===== src/rtl/iir_pkg.sv =====
// ---------------------------------------------------------------------------
// iir_pkg : constants, sample type and saturation helper shared by the IIR
//           filter chain.
// Rev 1.0
// ---------------------------------------------------------------------------
`default_nettype none

package iir_pkg;

  localparam int DATA_W    = 32;
  localparam int FRAC_BITS = 8;

  typedef logic signed [DATA_W-1:0] sample_t;

  // Clamp a wide signed value into the range of an out_w-bit signed word.
  function automatic logic signed [63:0] sat_narrow(input logic signed [63:0] value,
                                                    input int out_w);
    logic signed [63:0] hi;
    logic signed [63:0] lo;
    hi = (64'sd1 <<< (out_w - 1)) - 64'sd1;
    lo = -hi - 64'sd1;
    if (value > hi)
      return hi;
    else if (value < lo)
      return lo;
    else
      return value;
  endfunction

endpackage

`default_nettype wire


===== src/rtl/iir_sample_fifo.sv =====
// ---------------------------------------------------------------------------
// iir_sample_fifo : synchronous FIFO; head word reads as zero while empty.
// Rev 1.0
// ---------------------------------------------------------------------------
`default_nettype none

module iir_sample_fifo #(
  parameter int WIDTH = 16,
  parameter int DEPTH = 8
) (
  input  logic                     clk,
  input  logic                     reset,
  input  logic                     push,
  input  logic                     pop,
  input  logic [WIDTH-1:0]         din,
  output logic [WIDTH-1:0]         dout,
  output logic                     empty,
  output logic                     full,
  output logic [$clog2(DEPTH):0]   level
);

  localparam int AW = $clog2(DEPTH);

  logic [WIDTH-1:0] r_mem [DEPTH];
  logic [AW:0]      r_wr_ptr;
  logic [AW:0]      r_rd_ptr;
  logic             w_pop;
  logic             w_push;

  // Extra pointer bit distinguishes full from empty.
  assign level  = r_wr_ptr - r_rd_ptr;
  assign empty  = (level == '0);
  assign full   = (level == (AW+1)'(DEPTH));
  assign w_pop  = pop && !empty;
  assign w_push = push && (!full || w_pop);
  assign dout   = empty ? '0 : r_mem[r_rd_ptr[AW-1:0]];

  always_ff @(posedge clk or negedge reset) begin
    if (!reset) begin
      r_wr_ptr <= '0;
      r_rd_ptr <= '0;
    end else begin
      if (w_push) r_wr_ptr <= r_wr_ptr + 1'b1;
      if (w_pop)  r_rd_ptr <= r_rd_ptr + 1'b1;
    end
  end

  always_ff @(posedge clk) begin
    if (w_push) r_mem[r_wr_ptr[AW-1:0]] <= din;
  end

endmodule

`default_nettype wire


===== src/rtl/iir_out_decimator.sv =====
// ---------------------------------------------------------------------------
// iir_out_decimator : accumulate-and-dump averager behind IIR_filter, with
//                     saturation to a narrow word and an output FIFO.
// Rev 1.0
// ---------------------------------------------------------------------------
`default_nettype none

module iir_out_decimator #(
  parameter int DATA_W     = iir_pkg::DATA_W,
  parameter int FRAC_BITS  = iir_pkg::FRAC_BITS,
  parameter int DECIM_LOG2 = 2,
  parameter int OUT_W      = 16,
  parameter int FIFO_DEPTH = 8
) (
  input  logic                          clk,
  input  logic                          reset,
  input  logic signed [DATA_W-1:0]      inData,
  input  logic                          in_en,
  output logic signed [OUT_W-1:0]       outData,
  output logic                          out_valid,
  input  logic                          out_ready,
  output logic [$clog2(FIFO_DEPTH):0]   fifo_level,
  output logic                          sat_flag,
  output logic                          drop_flag,
  input  logic                          clr_flags
);

  import iir_pkg::*;

  localparam int ACC_W = DATA_W + DECIM_LOG2;
  localparam int CNT_W = DECIM_LOG2 + 1;
  localparam logic [CNT_W-1:0] c_last_idx = CNT_W'((1 << DECIM_LOG2) - 1);

  if (FIFO_DEPTH < 2 || (FIFO_DEPTH & (FIFO_DEPTH - 1)) != 0) begin : g_bad_depth
    $error("FIFO_DEPTH must be a power of two >= 2");
  end
  if (FRAC_BITS >= OUT_W || ACC_W > 64 || OUT_W > 64) begin : g_bad_width
    $error("unsupported width parameters");
  end

  logic signed [ACC_W-1:0] r_acc;
  logic [CNT_W-1:0]        r_cnt;
  logic signed [ACC_W-1:0] w_sum;
  logic signed [ACC_W-1:0] w_avg;
  logic signed [63:0]      w_avg_wide;
  logic signed [63:0]      w_sat_wide;
  logic signed [OUT_W-1:0] w_narrow;
  logic                    w_clamp;
  logic                    w_dump;
  logic                    w_pop;
  logic                    w_drop;
  logic                    w_fifo_empty;
  logic                    w_fifo_full;

  assign w_sum      = r_acc + ACC_W'(inData);
  assign w_avg      = w_sum >>> DECIM_LOG2;
  assign w_avg_wide = 64'(w_avg);
  assign w_sat_wide = sat_narrow(w_avg_wide, OUT_W);
  assign w_clamp    = (w_sat_wide != w_avg_wide);
  assign w_narrow   = w_sat_wide[OUT_W-1:0];

  assign w_dump    = in_en && (r_cnt == c_last_idx);
  assign w_pop     = out_valid && out_ready;
  // A full FIFO still accepts the result when the consumer frees a slot.
  assign w_drop    = w_dump && w_fifo_full && !w_pop;
  assign out_valid = !w_fifo_empty;

  always_ff @(posedge clk or negedge reset) begin
    if (!reset) begin
      r_acc <= '0;
      r_cnt <= '0;
    end else if (w_dump) begin
      r_acc <= '0;
      r_cnt <= '0;
    end else if (in_en) begin
      r_acc <= w_sum;
      r_cnt <= r_cnt + 1'b1;
    end
  end

  always_ff @(posedge clk or negedge reset) begin
    if (!reset) begin
      sat_flag  <= 1'b0;
      drop_flag <= 1'b0;
    end else if (clr_flags) begin
      sat_flag  <= 1'b0;
      drop_flag <= 1'b0;
    end else begin
      if (w_dump && w_clamp) sat_flag  <= 1'b1;
      if (w_drop)            drop_flag <= 1'b1;
    end
  end

  iir_sample_fifo #(
    .WIDTH (OUT_W),
    .DEPTH (FIFO_DEPTH)
  ) u_fifo (
    .clk   (clk),
    .reset (reset),
    .push  (w_dump),
    .pop   (out_ready),
    .din   (w_narrow),
    .dout  (outData),
    .empty (w_fifo_empty),
    .full  (w_fifo_full),
    .level (fifo_level)
  );

endmodule

`default_nettype wire


===== config.mk =====
export PLATFORM = sky130hd
export DESIGN_NAME = iir_out_decimator
export DESIGN_NICKNAME = d
export VERILOG_FILES = /design/src/rtl/iir_pkg.sv /design/src/rtl/iir_sample_fifo.sv /design/src/rtl/iir_out_decimator.sv
export SDC_FILE = /design/constraint.sdc
export NUM_CORES = 1
export LEC_CHECK = 0
export ABC_CLOCK_PERIOD_IN_PS = 8600
export CORE_MARGIN = 2
export CORE_UTILIZATION = 29
export CTS_CLUSTER_DIAMETER = 40
export DETAILED_ROUTE_END_ITERATION = 8
export REMOVE_ABC_BUFFERS = 1
export SETUP_SLACK_MARGIN = 0.1
export SYNTH_ARGS = -nofsm -noshare
export SYNTH_HDL_FRONTEND = slang
export SYNTH_SLANG_ARGS = --single-unit

===== constraint.sdc =====
create_clock -name clk -period 8.6 [get_ports clk]
set_input_delay 1.72 -clock clk [delete_from_list [all_inputs] [get_ports clk]]
set_output_delay 1.72 -clock clk [all_outputs]
set_load 0.005 [all_outputs]

* Word-level counts from Yosys, hierarchy flattened
Memory sizes are Yosys's and may differ from the RTL's.
Index checks and enable logic that the tools add are counted.
** Word-level totals
- Memories kept :: 1
- Memory bits (writable) :: 128
- Output and inout port bits :: 23
- Register bits after elaboration :: 47
** Memory list
- u_fifo.r_mem :: words 8, bits a word 16, rd ports 1, clocked after Yosys merged registers in 0, wr ports 1, line iir_sample_fifo.sv:24 : logic [WIDTH-1:0] r_mem [DEPTH];
** Cells by class
- Equality and inequality tests :: 3
- Reductions and logical operators :: 14
- Muxes and demuxes :: 13
- Add/sub/neg operators :: 5
- $lt $le $gt $ge :: 2
** Operators by type and width (count)
- two-way mux 64 bit :: 2
- two-way mux 34 bit :: 2
- != test 64 x 32 -> 1 bit :: 1
- adder 34 x 32 -> 34 bit :: 1
- > comparator 32 x 16 -> 1 bit, second input constant :: 1
- less-than comparator 32 x 16 -> 1 bit, second input constant :: 1
- two-way mux 16 bit :: 1
- adder 4 x 1 -> 4 bit, second input constant :: 2
- logical AND 1 bit :: 6
- two-way mux 1 bit :: 6
- two-way mux 3 bit :: 2
- nonzero test 2 bit :: 3
- == test 4 bit, second input constant :: 1
- logical NOT 4 bit :: 1
- subtractor 4 bit :: 1
- adder 3 x 1 -> 3 bit, second input constant :: 1
- == test 3 x 2 -> 1 bit, second input constant :: 1
- logical NOT 1 bit :: 3
- logical OR 1 bit :: 1

* Longest topological paths before layout
- Depth after elaboration :: 8
- Mapped depth :: 13
- Depth with buffers taken out :: 12

* Hierarchy
Synthesis repeated with hierarchy kept, for this count alone.
** Unflattened totals
- Cell total of the unflattened synthesis :: 767
- Area total of the unflattened synthesis :: 9399.0 µm²
** By module, submodules not included
- iir_sample_fifo :: cells an instance 280, area each 5401.4 µm², times used 1, seq. area each 4043.9 µm²
- iir_out_decimator :: cells an instance 487, area each 3997.6 µm², times used 1, seq. area each 975.9 µm²

* Worst setup path after synthesis
No wires, ideal clock.
- Path type :: input to register
- Start point :: input inData[0]
- End point :: memory u_fifo.r_mem[0][0], data pin
- Setup slack :: 3.643 ns
- Arrival time :: 4.692 ns
- Stages :: 12
- Buffers on the path :: 0
- Cell sequence :: ha_1 > fa_1 > a21oi_1 > o211ai_2 > o211ai_2 > a211o_1 > a21oi_1 > or3_1 > or4_1 > nor4_4 > a31oi_1 > o21ai_0
** On the way
- Cells in the longest elaborated chain, start to end :: 4
- Elaborated cells between the ends (all ways) :: 5
** Ends and longest elaborated chain
- start: declaration :: line iir_out_decimator.sv:17 : input logic signed [DATA_W-1:0] inData,
- adder 34 x 32 -> 34 bit * :: line iir_out_decimator.sv:55 : assign w_sum = r_acc + ACC_W'(inData);
- less-than comparator 32 x 16 -> 1 bit :: line iir_pkg.sv:24 : else if (value < lo)
- two-way mux 64 bit :: line iir_pkg.sv:24
- two-way mux 64 bit * :: line iir_pkg.sv:22 : if (value > hi)
- named net u_fifo.din[0] :: line iir_sample_fifo.sv:15 : input logic [WIDTH-1:0] din,
- end: declaration :: line iir_sample_fifo.sv:24
Mark *: on every way through the listed nets, which the timed path passes. The rest lies on a longest branch.

* Worst setup path after layout
- Start point :: register u_fifo.r_rd_ptr[2]
- End point :: output outData[12]
** On the way
- Cells in the longest elaborated chain, start to end :: 3
- Elaborated cells between the ends (all ways) :: 4
** Ends and longest elaborated chain
- start: declaration :: line iir_sample_fifo.sv:26 : logic [AW:0] r_rd_ptr;
- start signal: assignment :: line iir_sample_fifo.sv:44 : if (w_pop) r_rd_ptr <= r_rd_ptr + 1'b1;
- subtractor 4 bit :: line iir_sample_fifo.sv:31 : assign level = r_wr_ptr - r_rd_ptr;
- logical NOT 4 bit :: line iir_sample_fifo.sv:32 : assign empty = (level == '0);
- two-way mux 16 bit * :: line iir_sample_fifo.sv:36 : assign dout = empty ? '0 : r_mem[r_rd_ptr[AW-1:0]];
- end: declaration :: line iir_out_decimator.sv:19 : output logic signed [OUT_W-1:0] outData,
Mark *: on every way between the ends. The rest lies on a longest branch, timed or not.

==> flow_summary.ini <==
[drt]
ant_nets = 0
drc = 0
wl_per_cell_um = 18.9
drt_iter0_drc = 633
avgViaCountPerCell = 5.09
vias = 6169
wl_um = 22900
drtPass1Iterations = 6

[logic_synthesis]
synthMostInstantiatedCell = edfxtp_1
synth_top_area_cell = edfxtp_1
yosysTopAreaCellShare_pct = 41.3
synth-async-reset-ratio_pct = 26.9
yosys-top-cells-count = edfxtp_1, nand2_1, a21oi_1, dfrtp_1, nor2_1
seq_area_frac_synth_pct = 53.9
synth_flop_cell = edfxtp_1
synth-edff-count = 128
ys_seq_elements = 175
synthTopCellsByArea = edfxtp_1, dfrtp_1, mux4_2, ha_1, nand2_1
syn_inst = 750
syn_avg_cell_area_um2 = 12.4
yosys_warnings = 0
synth_area_mm2 = 0.00931
synth_cell_types = 76

[sta]
fin_skew_ps = 14.3
fin_crit_ps = 6140
worst_slew_pin_slew_ps = 1100
clock.fmax_ghz = 0.163
grt_setup_unrepaired = no
period_share_pct = 71.4
setup_viol = 0
slew_headroom_pct = 26.6
totalNegativeSetupSlack_ps = 0
finalHoldViolCount = 0
report.final.slew_viol_count = 0

[power_and_ir_drop]
p_per_area_mw_per_mm2 = 409
p_total_mw = 4.46
p_leak_nw = 3.89
max-vdd-ir-drop_mv = 0.162

[clocking]
cts_root_buffer = clkbuf_16
hold_buffers = 0
clockBufferDepth = 2
post_cts_resized = 0
clock_latency_ps = 430
cts_tree = done
htree_levels = 4
cts_buffers = 17
post-cts-setup-buffers = 0
clkSinkCount = 175
clk_pin_slew_worst_paths_ps = 70

[global_routing]
grt-ovfl-total = 0
grt_pass1_vias = 6166
antenna_found_initial = 0
grt_pass1_wl_um = 35800
grt_max_degree = 48
track_usage_pct = 14.0

[floorplanning]
ios = 60
dieArea_mm2 = 0.0335
die_width_um = 183
start_util_pct = 29.5
fp-row-count = 65
core-area_mm2 = 0.0316
die_y_um = 183

[critical_path]
slowest_delay_ps = 860
r2r-end = u_fifo.r_mem[4][14]
cp_top_family = buffers and inverters
endpoint_kind = output port
crit_type = reg -> out
cp_slowest_cell = dfrtp_1
crit_path_start_kind = register
path_cells = clkinv_1 -> ha_1 -> xor2_1 -> nand3_1 -> nor2_2 -> a21oi_1 -> clkdlybuf4s50_1
r2r_slack_ps = 3930
r2r_start = u_fifo.r_rd_ptr[2]
worstPathRequired_ps = 6880
arrival_ps = 4420
path_buf_inv = 2
reg2reg_depth = 8
crit_fanout = 19

[place]
place_congestion = 0.900
hpwlAfterDp_um = 15400
portBuffers = 59

[min_path]
hold_depth = 1
hp-start = u_fifo.r_wr_ptr[3]
hold_path_end = u_fifo.r_wr_ptr[3]
hp-class = reg -> reg

[finish]
syn_to_final_growth_pct = 17.4
multi_input_area_mm2 = 0.00411
seq_area_mm2 = 0.00502
nFillCells = 3073
fin_util_pct = 34.6
nNetsFinal = 875
diodes = 0
drive_above_1_share_pct = 13.5

[status]
status = finished, final reports clean

[flow_run]
cap_violations = 0
where the power goes:
| part | switching (mW) | leakage (nW) | internal, mW | total [mW] |
|---|---|---|---|---|
| Combinational | 1.34 | 1.88 | 0.952 | 2.30 |
| Clock | 0.361 | 0.280 | 0.409 | 0.771 |
| Sequential | 0.112 | 1.73 | 1.29 | 1.40 |
layer usage:
layer  global-route usage (%)  vias up  part of all wire (%)
li1                         -     2971                     -
met1                     19.1     3041                    47
met2                     23.8      147                    49
met3                     2.32       10                   3.2
met4                     2.50        0                  0.45
met5                        0        -                     0
final cells by class:
| cell class | instances | share of cell area, % |
|---|---|---|
| sequential | 175 | 46.0 |
| multi-input combinational | 515 | 37.6 |
| timing repair buffer | 65 | 5.77 |
| tap | 402 | 4.60 |
| clock buffer | 17 | 3.89 |
| clock inverter | 15 | 1.36 |
| inverter | 23 | 0.790 |
registers in the layout, summed over array words and instances (netlist names):
| register | count |
|---|---|
| drop_flag | 1 |
| r_acc | 34 |
| r_cnt | 3 |
| sat_flag | 1 |
| u_fifo.r_mem | 128 |
| u_fifo.r_rd_ptr | 4 |
| u_fifo.r_wr_ptr | 4 |
per-stage QoR:
stage / area [um2] / cells / hold slack [ps] / setup slack [ps]
after floorplan: 9150 / 713 / 456 / 3480
after global placement: 10300 / 1180 / 474 / 2200
after detailed placement: 10300 / 1180 / 481 / 2140
after CTS: 10900 / 1212 / 494 / 2330
after global routing: 10900 / 1212 / 512 / 2070
final: 10900 / 1212 / 497 / 2460
cells in the final DEF, fill, tap and decap left out, types with 10 or more instances in the layout:
master and instances:
edfxtp_1 128, nand2_1 78, clkdlybuf4s50_1 58, a21oi_1 57
dfrtp_1 46, nor2_1 41, ha_1 39, mux4_2 32
o21ai_0 25, o2bb2ai_1 25, xnor2_1 24, inv_1 21
clkbuf_16 17, nor2b_1 16, xor2_1 14, a21o_1 11
nand3_1 11, o22ai_2 10
cell families after synthesis:
kind of cell,synth area share [%]
compound gates,15.5
flops,53.9
fa+ha+maj,5.67
simple gates,10.6
mux,8.11
buf+inv,2.66
xor+xnor,3.58
worst max path at each step:
stage,start,end,slack (ps),cells after the start
detailed placement,inData[7],u_fifo.r_mem[3][1],2140,12
global placement,inData[7],u_fifo.r_mem[0][1],2200,12
global route,u_fifo.r_rd_ptr[2],out_valid,2070,7
floorplan,inData[0],u_fifo.r_mem[0][1],3480,12
CTS,u_fifo.r_rd_ptr[2],out_valid,2330,7
finish,u_fifo.r_rd_ptr[2],outData[12],2460,7
worst reg2reg max path, cell delays in order (launching register included):
cell,delay (ps)
dfrtp_1,860
clkinv_1,800
ha_1,560
a21oi_1,160
xnor2_1,130
nor3b_1,190
nor2_1,330
nand2_1,290
nor3b_4,960
(Power assumes the default switching activity.)
